**src/rtl/x_dl_ctrl_pkg.sv**
```systemverilog
// Shared types and constants for the delay-line capture sequencer.
// Holds the FSM encoding, the tap-count width and the packing of the result word.
package x_dl_ctrl_pkg;

    localparam int N_TAPS_DEF  = 128;
    localparam int CNT_W       = $clog2(N_TAPS_DEF + 1);
    localparam int RES_W       = 32;
    localparam int RES_CNT_W   = 8;
    localparam int RES_SUM_W   = 16;
    localparam int RES_MIN_LSB = 0;
    localparam int RES_MAX_LSB = 8;
    localparam int RES_SUM_LSB = 16;

    typedef enum logic [2:0] {
        ST_IDLE    = 3'd0,
        ST_LAUNCH  = 3'd1,
        ST_WAIT    = 3'd2,
        ST_CAPTURE = 3'd3,
        ST_ENCODE  = 3'd4,
        ST_RELEASE = 3'd5,
        ST_DONE    = 3'd6
    } dl_state_e;

    function automatic logic [RES_W-1:0] pack_result(
        input logic [RES_SUM_W-1:0] sum_cnt,
        input logic [RES_CNT_W-1:0] max_cnt,
        input logic [RES_CNT_W-1:0] min_cnt
    );
        logic [RES_W-1:0] r;
        r = '0;
        r[RES_MIN_LSB +: RES_CNT_W] = min_cnt;
        r[RES_MAX_LSB +: RES_CNT_W] = max_cnt;
        r[RES_SUM_LSB +: RES_SUM_W] = sum_cnt;
        return r;
    endfunction

endpackage

```
**src/rtl/x_dl_capture_ctrl_if.sv**
```systemverilog
// Control/status bundle between the host-side control words and the capture sequencer.
// The master drives start and configuration; the slave (sequencer) reports status and result.
interface x_dl_capture_ctrl_if #(
    parameter int WAIT_W = 8,
    parameter int SMP_W  = 8
);
    import x_dl_ctrl_pkg::*;

    logic              start;
    logic [WAIT_W-1:0] cfg_wait;
    logic [SMP_W-1:0]  cfg_samples;
    logic              busy;
    logic              done;
    logic [RES_W-1:0]  result;

    modport master (
        output start, cfg_wait, cfg_samples,
        input  busy, done, result
    );

    modport slave (
        input  start, cfg_wait, cfg_samples,
        output busy, done, result
    );

endinterface

```
**src/rtl/x_dl_popcount.sv**
```systemverilog
// Registered popcount of the captured tap vector, built as a balanced binary adder tree.
// Output count and valid appear one clock after the data/valid inputs.
module x_dl_popcount #(
    parameter int N_TAPS = 128,
    parameter int CNT_W  = $clog2(N_TAPS + 1)
) (
    input  logic              i_clk,
    input  logic              i_rst,
    input  logic              i_valid,
    input  logic [N_TAPS-1:0] i_data,
    output logic              o_valid,
    output logic [CNT_W-1:0]  o_count
);

    localparam int LVL = (N_TAPS > 1) ? $clog2(N_TAPS) : 0;
    localparam int P   = 1 << LVL;

    // Heap-ordered tree: node[1] is the root, leaves live at node[P..2P-1].
    logic [CNT_W-1:0] node [1:2*P-1];
    logic [CNT_W-1:0] count_reg;
    logic             valid_reg;

    genvar gi;
    generate
        for (gi = 0; gi < P; gi++) begin : g_leaf
            if (gi < N_TAPS) begin : g_tap
                assign node[P+gi] = CNT_W'(i_data[gi]);
            end else begin : g_pad
                assign node[P+gi] = '0;
            end
        end
        for (gi = 1; gi < P; gi++) begin : g_sum
            assign node[gi] = node[2*gi] + node[2*gi+1];
        end
    endgenerate

    always_ff @(posedge i_clk or posedge i_rst) begin
        if (i_rst) begin
            count_reg <= '0;
            valid_reg <= 1'b0;
        end else begin
            count_reg <= node[1];
            valid_reg <= i_valid;
        end
    end

    assign o_count = count_reg;
    assign o_valid = valid_reg;

endmodule

```
**src/rtl/x_dl_capture_ctrl.sv**
```systemverilog
// Delay-line capture sequencer: launches an edge, waits W clocks, snapshots the taps,
// popcounts them and accumulates min/max/sum over S samples into one result word.
module x_dl_capture_ctrl
    import x_dl_ctrl_pkg::*;
#(
    parameter int N_TAPS = N_TAPS_DEF,
    parameter int WAIT_W = 8,
    parameter int SMP_W  = 8
) (
    input  logic                i_clk,
    input  logic                i_rst,
    x_dl_capture_ctrl_if.slave  ctrl,
    input  logic [N_TAPS-1:0]   i_dl,
    output logic                o_dl
);

    localparam int CW = $clog2(N_TAPS + 1);

    dl_state_e          state_reg;
    dl_state_e          state_next;
    logic [WAIT_W-1:0]  wait_reg;
    logic [SMP_W-1:0]   smp_reg;
    logic [WAIT_W-1:0]  timer_reg;
    logic [SMP_W-1:0]   smp_cnt_reg;
    logic [N_TAPS-1:0]  snap_reg;
    logic [CW-1:0]      min_reg;
    logic [CW-1:0]      max_reg;
    logic [RES_SUM_W-1:0] sum_reg;
    logic [RES_W-1:0]   result_reg;
    logic               dl_reg;
    logic               busy_reg;
    logic               done_reg;
    logic               pc_valid;
    logic [CW-1:0]      pc_count;

    x_dl_popcount #(
        .N_TAPS (N_TAPS),
        .CNT_W  (CW)
    ) u_popcount (
        .i_clk   (i_clk),
        .i_rst   (i_rst),
        .i_valid (state_reg == ST_ENCODE),
        .i_data  (snap_reg),
        .o_valid (pc_valid),
        .o_count (pc_count)
    );

    always_comb begin
        state_next = state_reg;
        case (state_reg)
            ST_IDLE:    if (ctrl.start) state_next = ST_LAUNCH;
            ST_LAUNCH:  state_next = (wait_reg == '0) ? ST_CAPTURE : ST_WAIT;
            ST_WAIT:    if (timer_reg == '0) state_next = ST_CAPTURE;
            ST_CAPTURE: state_next = ST_ENCODE;
            ST_ENCODE:  state_next = ST_RELEASE;
            ST_RELEASE: begin
                if (timer_reg == '0)
                    state_next = (smp_cnt_reg < smp_reg) ? ST_LAUNCH : ST_DONE;
            end
            ST_DONE:    state_next = ST_IDLE;
            default:    state_next = ST_IDLE;
        endcase
    end

    always_ff @(posedge i_clk or posedge i_rst) begin
        if (i_rst) begin
            state_reg   <= ST_IDLE;
            wait_reg    <= '0;
            smp_reg     <= '0;
            timer_reg   <= '0;
            smp_cnt_reg <= '0;
            snap_reg    <= '0;
            min_reg     <= '0;
            max_reg     <= '0;
            sum_reg     <= '0;
            result_reg  <= '0;
            dl_reg      <= 1'b0;
            busy_reg    <= 1'b0;
            done_reg    <= 1'b0;
        end else begin
            state_reg <= state_next;
            case (state_reg)
                ST_IDLE: begin
                    if (ctrl.start) begin
                        wait_reg    <= ctrl.cfg_wait;
                        smp_reg     <= (ctrl.cfg_samples == '0) ? SMP_W'(1) : ctrl.cfg_samples;
                        min_reg     <= '1;
                        max_reg     <= '0;
                        sum_reg     <= '0;
                        smp_cnt_reg <= '0;
                    end
                end
                // WAIT is entered with W-1 so it spans exactly W cycles.
                ST_LAUNCH:  timer_reg <= wait_reg - WAIT_W'(1);
                ST_WAIT:    if (timer_reg != '0) timer_reg <= timer_reg - WAIT_W'(1);
                ST_CAPTURE: snap_reg <= i_dl;
                ST_ENCODE: begin
                    timer_reg   <= wait_reg;
                    smp_cnt_reg <= smp_cnt_reg + SMP_W'(1);
                end
                ST_RELEASE: if (timer_reg != '0) timer_reg <= timer_reg - WAIT_W'(1);
                ST_DONE:    result_reg <= pack_result(sum_reg, RES_CNT_W'(max_reg), RES_CNT_W'(min_reg));
                default: ;
            endcase

            // The popcount lands in the first RELEASE cycle, always before DONE.
            if (pc_valid) begin
                if (pc_count < min_reg) min_reg <= pc_count;
                if (pc_count > max_reg) max_reg <= pc_count;
                sum_reg <= sum_reg + RES_SUM_W'(pc_count);
            end

            dl_reg   <= (state_reg == ST_LAUNCH) || (state_reg == ST_WAIT) ||
                        (state_reg == ST_CAPTURE);
            busy_reg <= (state_reg != ST_IDLE);
            done_reg <= (state_reg == ST_DONE);
        end
    end

    assign o_dl        = dl_reg;
    assign ctrl.busy   = busy_reg;
    assign ctrl.done   = done_reg;
    assign ctrl.result = result_reg;

endmodule

```
**src/flat_wrapper.sv**
```systemverilog
// flat-port wrapper written by rule: the top's interface ports become plain ports
module x_dl_capture_ctrl_flat import x_dl_ctrl_pkg::*;
#(
    parameter int N_TAPS = N_TAPS_DEF,
    parameter int WAIT_W = 8,
    parameter int SMP_W  = 8
)
  (i_clk, i_rst, i_dl, o_dl, ctrl_start, ctrl_cfg_wait, ctrl_cfg_samples, ctrl_busy, ctrl_done, ctrl_result);
  x_dl_capture_ctrl_if #(.WAIT_W(WAIT_W), .SMP_W(SMP_W)) ctrl_i ();
  input  logic i_clk;
  input  logic i_rst;
  input  logic [N_TAPS-1:0] i_dl;
  output logic o_dl;
  input wire logic [$bits(ctrl_i.start)-1:0] ctrl_start;
  input wire logic [$bits(ctrl_i.cfg_wait)-1:0] ctrl_cfg_wait;
  input wire logic [$bits(ctrl_i.cfg_samples)-1:0] ctrl_cfg_samples;
  output wire logic [$bits(ctrl_i.busy)-1:0] ctrl_busy;
  output wire logic [$bits(ctrl_i.done)-1:0] ctrl_done;
  output wire logic [$bits(ctrl_i.result)-1:0] ctrl_result;
  assign ctrl_i.start = ctrl_start;
  assign ctrl_i.cfg_wait = ctrl_cfg_wait;
  assign ctrl_i.cfg_samples = ctrl_cfg_samples;
  assign ctrl_busy = ctrl_i.busy;
  assign ctrl_done = ctrl_i.done;
  assign ctrl_result = ctrl_i.result;
  x_dl_capture_ctrl #(.N_TAPS(N_TAPS), .WAIT_W(WAIT_W), .SMP_W(SMP_W)) u_core (.i_clk(i_clk), .i_rst(i_rst), .ctrl(ctrl_i), .i_dl(i_dl), .o_dl(o_dl));
endmodule
```
**config.mk**
```make
export PLATFORM = sky130hd
export DESIGN_NAME = x_dl_capture_ctrl_flat
export DESIGN_NICKNAME = d
export VERILOG_FILES = /design/src/rtl/x_dl_ctrl_pkg.sv /design/src/rtl/x_dl_capture_ctrl_if.sv /design/src/rtl/x_dl_popcount.sv /design/src/rtl/x_dl_capture_ctrl.sv /design/src/flat_wrapper.sv
export SDC_FILE = /design/constraint.sdc
export NUM_CORES = 1
export LEC_CHECK = 0
export ABC_AREA = 1
export ABC_CLOCK_PERIOD_IN_PS = 12400
export BUFFER_PORTS_ARGS = -buffer_cell sky130_fd_sc_hd__buf_2
export CAP_MARGIN = 10
export CORE_ASPECT_RATIO = 0.9
export CORE_MARGIN = 2
export CORE_UTILIZATION = 42
export CTS_CLUSTER_SIZE = 20
export DETAILED_ROUTE_END_ITERATION = 12
export PLACE_DENSITY = 0.61
export SYNTH_ARGS = -nofsm -noshare
export SYNTH_HDL_FRONTEND = slang
export SYNTH_HIERARCHICAL = 1
export SYNTH_SLANG_ARGS = --single-unit
```
**constraint.sdc**
```tcl
create_clock -name i_clk -period 12.4 [get_ports i_clk]
set_input_delay 1.24 -clock i_clk [delete_from_list [all_inputs] [get_ports i_clk]]
set_output_delay 1.24 -clock i_clk [all_outputs]
set_load 0.01 [all_outputs]
```
# Word-level counts from Yosys, hierarchy flattened
# Index checks and enable logic that the tools add are counted.
[op_classes]
reduce_logical = 18
magnitude_cmp = 3
mux = 22
eq_ne = 10
n_addsub = 131
[ops]
columns = ["op", "count"]
rows = [
  ["$add 8x8->8", 63],
  ["$add 1x1->2", 64],
  ["$mux 8", 11],
  ["$mux 16", 3],
  ["$logic_not 8->1", 3],
  ["$pmux 8 s3", 1],
  ["$pmux 3 s6", 1],
  ["$add 16x8->16", 1],
  ["$lt 8x8->1", 2],
  ["$pmux 8 s2", 1],
  ["$sub 8x1->8 const B", 2],
  ["$mux 3", 4],
  ["$eq 3x3->1 const B", 3],
  ["$add 8x1->8 const B", 1],
  ["$gt 8x8->1", 1],
  ["$reduce_and 2->1", 4],
  ["$reduce_bool 8->1", 1],
  ["$eq 3x2->1 const B", 2],
  ["$ne 2x1->1 const B", 3],
  ["$reduce_bool 2->1", 3],
  ["$reduce_bool 3->1", 2],
  ["$eq 3x1->1 const B", 1],
  ["$logic_not 3->1", 1],
  ["$reduce_and 3->1", 1],
  ["4 further kinds", 5],
]
[word_totals]
inputBits = 147
word_cells = 199
reg_bits = 239

# Depth between registers and ports, before layout
# Gate-level depths: netlist (run 1).
[logic_depth]
depth_word = 7
ltp_mapped = 27
mapped_depth_nobuf = 27

# Hierarchy
# The synthesis (run 1) kept the hierarchy.
[by_module_without_submodules]
columns = ["module", "n_inst", "cells_each", "area_per_inst_um2"]
rows = [
  ["x_dl_capture_ctrl", 1, 979, 10251.1],
  ["x_dl_popcount", 1, 493, 4921.0],
]

# Least setup slack after synthesis (run 1)
# No wires, ideal clock.
[synth_timing]
path_type = "register to register"
start = "register u_core.snap_reg[48]"
end = "register u_core.u_popcount.count_reg[5] (netlist: u_core/u_popcount/o_count[5])"
path_stages_with_launch = 23
slack_ns = 6.028
arrival_time_ns = 6.249
cell_sequence = "dfrtp_1 -> ha_1 -> fa_1 -> inv_1 -> fa_1 -> inv_1 -> fa_1 -> fa_1 -> inv_1 -> fa_1 -> inv_1 -> fa_1 -> fa_1 -> fa_1 -> inv_1 -> fa_1 -> inv_1 -> ha_1 -> inv_1 -> fa_1 -> nor2_1 -> nor2_1 -> xnor2_1"
[synth_lines]
columns = ["item", "line", "text"]
rows = [
  ["from (decl)", "x_dl_capture_ctrl.sv:25", "logic [N_TAPS-1:0] snap_reg;"],
  ["from (signal assigned)", "x_dl_capture_ctrl.sv:96", "ST_CAPTURE: snap_reg <= i_dl;"],
  ["to (signal assigned)", "x_dl_popcount.sv:42", "count_reg <= node[1];"],
  ["to (decl)", "x_dl_popcount.sv:20", "logic [CNT_W-1:0] count_reg;"],
]

==> summary.txt, run 1 <==
CP max FO: 3
Final ANT Viol Nets: 0
crit-path most repeated cell: fa_1
setup TNS: 0 ns
clock tree buffer depth: 3
Final GP Congestion: 0.846
# IOs: 182
share of layout cells above drive strength 1: 22.9%
critical path data arrival time: 7.07 ns
initial antenna violation count: 6
Worst Max-Slew Pin Slew: 0.996 ns
element type at the critical path start: flop
commonest cells after routing, fill and taps aside: 329 x inv_1, 240 x nand2_1, 239 x dfrtp_1, 181 x buf_2, 131 x fa_1
die height: 184 microns
global-route wire length before repair: 53300 microns
cell taking the most area after synthesis: dfrtp_1
final worst-path cycle share: 53.4%
status: complete, no violations
fraction of registers with async set/reset: 100%
FF/Latch Area: 0.00598 sq mm
H-tree levels: 1
GRT Overall Usage: 17.7%
Fmax achieved: 151 MHz
Worst-Skew Late Latency: 0.56 ns
Critical Path RT: 12.85 ns
Synth Warn #: 6
initial core utilization: 42.3%
Yosys cell types: 38
most common flop cell mapped by yosys: dfrtp_1
Tmin final: 6.62 ns
fin nets: 2049
Vias/cell: 4.68
FF-to-FF path depth: 22
simple logic cell fraction of the synthesized area: 10.0%
synthesis-to-layout area growth: 15.2%
Reg-to-Reg Start: u_core/snap_reg[56]
max reg flops: 128
multi-input logic area: 0.00777 sq mm
setup bufs post-CTS: 0
Worst Hold End: u_core/ctrl.result[8]
Post-Route WL: 31000 microns
Worst-path clk slew: 0.06 ns
I/O Buffers: 181
Fin. Hold Viols: 0
largest net degree at the start of global routing: 115
GR Overflow Total: 0
FILL cells: 3389
mux share of post-synthesis cell area: 9.57%
post-cts resize count: 0
area of the die: 0.0377 sq mm
XOR/XNOR Fraction of Synth Area: 0.173%
RSZ-0062 raised after global routing: false
post-synth net total: 1865
most common cell after layout, fill and taps aside: inv_1
largest family of logic cells by synthesized area: adder cells
post-synthesis compound-gate area fraction: 4.62%
FF+latch count, synth: 239
Worst Hold Class: flop to flop
FP Rows: 66
CP max stage delay: 0.56 ns
CP Cell Sequence: ha_1, fa_1, inv_1, fa_1, inv_1, fa_1, inv_1, fa_1, inv_1, fa_1, fa_1, fa_1, fa_1, inv_1, fa_1, inv_1, ha_1, inv_1, fa_1, nor2_1, nor2_1, xnor2_1
kind of critical path: flop to flop
# setup viols final: 0
hold_sp: u_core/ctrl.result[8]
Worst setup EP type: flop
sequential element share of the synthesized area: 39.4%
Post-synth EDFFs: 0
WL per Instance: 14.4 microns
DR iter-0 viols: 404
vias: 10092
hold_ws: 0.466 ns
clk_skew: 0.0175 ns
Yosys top cell area share: 39.4%
total iterations of the first detailed-routing run: 5
drt drc: 0
Critical Path Slowest Stage Cell: fa_1
Syn Std Cell Area: 0.0152 sq mm
Register-to-Register Setup Slack: 5.78 ns
Cells after Synth: 1472
cell family with most CP delay: adder cells
MaxCap Viol Count: 0
Worst R2R End: u_core/u_popcount/o_count[5]
Rel. slew slack: 33.6%
DPL Wire Length: 24000 microns
Root Buffer: clkbuf_16
cts bufs inserted: 28
chip width: 204 microns
Synth Area per Inst: 10.3 sq um
Adder-Cell Fraction of Synth Area: 26.8%
clock sink total: 239
Synth area leaders: dfrtp_1 39%, fa_1 17%, mux2_2 9.6%
Slew Limit Fails: 0
core area: 0.0358 sq mm
hold path cells: 2
cts hold-fix bufs: 0
CTS tree: done
crit path buf inv count: 7
number of global-route vias before repair: 10807
-- worst register-to-register path, stage by stage, from the launching register on --
cell	delay, ns
dfrtp_1	0.38
ha_1	0.23
fa_1	0.54
inv_1	0.06
fa_1	0.53
inv_1	0.05
fa_1	0.56
inv_1	0.06
fa_1	0.48
inv_1	0.06
fa_1	0.53
fa_1	0.44
fa_1	0.52
fa_1	0.54
inv_1	0.05
fa_1	0.46
inv_1	0.07
ha_1	0.19
inv_1	0.07
fa_1	0.42
nor2_1	0.13
nor2_1	0.06
xnor2_1	0.11
-- logic make-up (layout without fill, tap and decap cells) --
logic type	Yosys count	count (layout)
AO/OA/AOI/OAI	129	129
adder cells (fa/ha/maj)	246	246
AND/OR/NAND/NOR	358	358
XOR/XNOR	3	3
multiplexers	129	129
buffers and inverters	368	572
flip-flops	239	239
other	0	3
-- worst max-delay path by stage --
stage	startpoint	end	slack (ns)	depth (start not counted)
global placement	u_core/snap_reg[56]	u_core/u_popcount/o_count[5]	5.84	22
CTS	u_core/snap_reg[56]	u_core/u_popcount/o_count[5]	5.74	22
floorplan	i_rst	u_core/ctrl.busy	4.86	1
global route	u_core/snap_reg[56]	u_core/u_popcount/o_count[5]	5.50	22
finish	u_core/snap_reg[56]	u_core/u_popcount/o_count[5]	5.78	22
detailed placement	u_core/snap_reg[56]	u_core/u_popcount/o_count[5]	5.74	22
-- cells in the mapped netlist, types with 4 or more instances --
cell type,instances
a21oi_1,27
nor2_1,33
buf_2,16
nand2_2,7
fa_1,131
mux2_2,129
nand3_1,53
nor3_1,6
dfrtp_1,239
o22ai_1,6
nor2_2,4
clkbuf_1,12
inv_1,330
nand2_1,240
o21ai_0,80
ha_1,115
nand4_1,8
inv_2,6
-- per-layer routing --
metal  up-vias  GRT usage (%)  routed length, microns
li1       4951              -                       -
met5         -              0                      42
met2       195           29.1                   14600
met4         6           4.46                     760
met3        44           3.24                    1530
met1      4896           24.1                   14100
-- per-stage QoR --
step	instance area (sq um)	util (%)	setup WS (ns)	std cells
floorplan	15200	-	4.86	1472
global placement	16600	46.2	5.84	2102
detailed placement	16600	46.2	5.74	2102
CTS	17500	48.8	5.74	2152
global route	17500	48.8	5.50	2153
finish	17500	48.8	5.78	2155
-- cell type report --
cell class                 count  area share (%)
multi-input combinational    865            44.5
sequential                   239            34.2
clock buffer                  41            4.57
timing repair buffer         186            5.40
tap                          476            3.41
inverter                     336            7.26
clock inverter                 9           0.651
antenna                        3          0.0429
Power of run 1 is left out: the tool's default activity adds up to more than one toggle a clock period on the data nets, which glitch-free logic cannot reach.
==> run 2: changes to the inputs <==
--- a/config.mk
+++ b/config.mk
@@ -6,7 +6,7 @@
 export NUM_CORES = 1
 export LEC_CHECK = 0
 export ABC_AREA = 1
-export ABC_CLOCK_PERIOD_IN_PS = 12400
+export ABC_CLOCK_PERIOD_IN_PS = 6400
 export BUFFER_PORTS_ARGS = -buffer_cell sky130_fd_sc_hd__buf_2
 export CAP_MARGIN = 10
 export CORE_ASPECT_RATIO = 0.9
==> constraint.sdc (replaced) <==
create_clock -name i_clk -period 6.4 [get_ports i_clk]
set_input_delay 0.64 -clock i_clk [delete_from_list [all_inputs] [get_ports i_clk]]
set_output_delay 0.64 -clock i_clk [all_outputs]
set_load 0.01 [all_outputs]
==> summary.txt, run 2 (synthesis results as in run 1) <==
dpl cell area: 0.0166 sq mm (+0.19%)
# IOs: 182 (unchanged)
FF-to-FF path depth: 22 (unchanged)
total iterations of the first detailed-routing run: 4 (-1)
Register-to-Register Setup Slack: 0.08 ns (-5.70 ns)
FP Rows: 66 (unchanged)
Worst Hold Class: input pin to asynchronous set/reset pin
most common cell after layout, fill and taps aside: inv_1
# setup viols final: 0 (unchanged)
DPL Wire Length: 24200 microns (+1.1%)
Worst-Skew Late Latency: 0.57 ns (about the same)
commonest cells after routing, fill and taps aside: 314 x inv_1, 240 x nand2_1, 239 x dfrtp_1, 181 x buf_2, 129 x mux2_2
Slew Limit Fails: 0 (unchanged)
synthesis-to-layout area growth: 16.8%
Fin. Hold Viols: 0 (unchanged)
global-route wire length before repair: 52700 microns (-1.2%)
GR Overflow Total: 0 (unchanged)
chip width: 204 microns (unchanged)
area of the die: 0.0377 sq mm (unchanged)
CTS tree: done
initial antenna violation count: 7 (+1)
vias: 10093 (+0.0099%)
MaxCap Viol Count: 0 (unchanged)
status: complete, no violations
Post-Route WL: 31700 microns (+2.0%)
drt drc: 0 (unchanged)
max reg flops: 128 (unchanged)
CP max FO: 3 (unchanged)
met1 usage: 22.9% (-1.2 points)
H-tree levels: 1 (unchanged)
Rel. slew slack: 42.3% (+8.7 points)
Reg-to-Reg Start: u_core/snap_reg[56]
cts bufs inserted: 28 (unchanged)
clock sink total: 239 (unchanged)
met3 usage: 4.42% (+1.2 points)
hold_ws: 0.0882 ns (-0.378 ns)
RSZ-0062 raised after global routing: true
element type at the critical path start: flop
Vias/cell: 4.67 (-0.22%)
Worst R2R End: u_core/u_popcount/o_count[5]
Final ANT Viol Nets: 0 (unchanged)
Final GP Congestion: 0.840 (-0.73%)
clock tree buffer depth: 3 (unchanged)
core area: 0.0358 sq mm (unchanged)
largest net degree at the start of global routing: 142 (+23%)
GR Util met2: 29.3% (+0.23 points)
number of global-route vias before repair: 10604 (-1.9%)
Worst Max-Slew Pin Slew: 0.866 ns (-0.131 ns)
I/O Buffers: 181 (unchanged)
Root Buffer: clkbuf_16
share of layout cells above drive strength 1: 25.7% (+2.8 points)
clk_skew: 0.0169 ns (-0.000602 ns)
DR iter-0 viols: 377 (-6.7%)
WL per Instance: 14.7 microns (+1.7%)
initial core utilization: 42.3% (unchanged)
Worst-path clk slew: 0.06 ns (about the same)
kind of critical path: flop to flop
Worst setup EP type: flop
final worst-path cycle share: 98.8% (+45 points)
global route hottest layer: met2
final instance area: 0.0177 sq mm (+1.3%)
Fmax achieved: 158 MHz (+4.8%)
Critical Path RT: 6.85 ns (-6.00 ns)
Tmin final: 6.32 ns (-0.304 ns)
die height: 184 microns (unchanged)
fin nets: 2053 (+0.20%)
critical path data arrival time: 6.77 ns (-0.30 ns)
GRT Overall Usage: 17.5% (-0.11 points)
[run 2: worst max-delay path: stages, from the launching register on]
cell	delay, ns
dfrtp_1	0.38
ha_2	0.19
fa_1	0.54
inv_2	0.04
fa_1	0.52
inv_1	0.05
fa_1	0.55
inv_2	0.05
fa_1	0.48
inv_1	0.06
fa_1	0.50
fa_1	0.44
fa_1	0.52
fa_1	0.50
inv_1	0.05
fa_1	0.42
inv_1	0.06
ha_2	0.17
inv_2	0.04
fa_2	0.37
nor2_1	0.10
nor2_1	0.06
xnor2_1	0.11
[run 2: how the worst max path moves through the flow]
stage / from / to / slack, ns / cells past startpoint
floorplan: u_core/snap_reg[48] / u_core/u_popcount/o_count[5] / 0.03 / 22
global placement: u_core/snap_reg[56] / u_core/u_popcount/o_count[5] / -0.12 / 22
detailed placement: u_core/snap_reg[48] / u_core/u_popcount/o_count[5] / -0.23 / 22
CTS: u_core/snap_reg[20] / u_core/u_popcount/o_count[5] / 0.01 / 22
global route: u_core/snap_reg[98] / u_core/u_popcount/o_count[5] / -0.14 / 20
finish: u_core/snap_reg[56] / u_core/u_popcount/o_count[5] / 0.08 / 22
[run 2: layer usage]
layer | share of wire [%] | vias up
li1 | - | 4970
met5 | 0.14 | -
met4 | 2.3 | 8
met3 | 6.1 | 50
met1 | 45 | 4871
met2 | 47 | 194
[run 2: what timing repair did]
item,CTS,global route
setup buffers,1,1
setup endpoints to repair,5,6
resized for setup,17,26
hold buffers,0,0
pin swaps,39,24
[run 2: final cells by class]
type	count	area, sq um
clock buffers	42	833
fillers	3355	18100
flip-flops and latches	239	5980
repair buffers	190	986
diodes	4	10.0
inverters	336	1260
clock inverters	8	151
multi-input cells	865	7900
well taps	476	596
[run 2: through the flow]
step           cells  utilization (%)  setup WS [ns]  TNS (ns)
2_1_floorplan   1472                -         0.0279         0
6_report        2160             49.4         0.0792         0
3_3_place_gp    2105             46.3         -0.117    -0.303
4_1_cts         2156             49.2         0.0131         0
5_1_grt         2157             49.4         -0.136    -0.417
3_5_place_dp    2105             46.3         -0.228    -0.686
Power of run 2 is left out for the same reason.
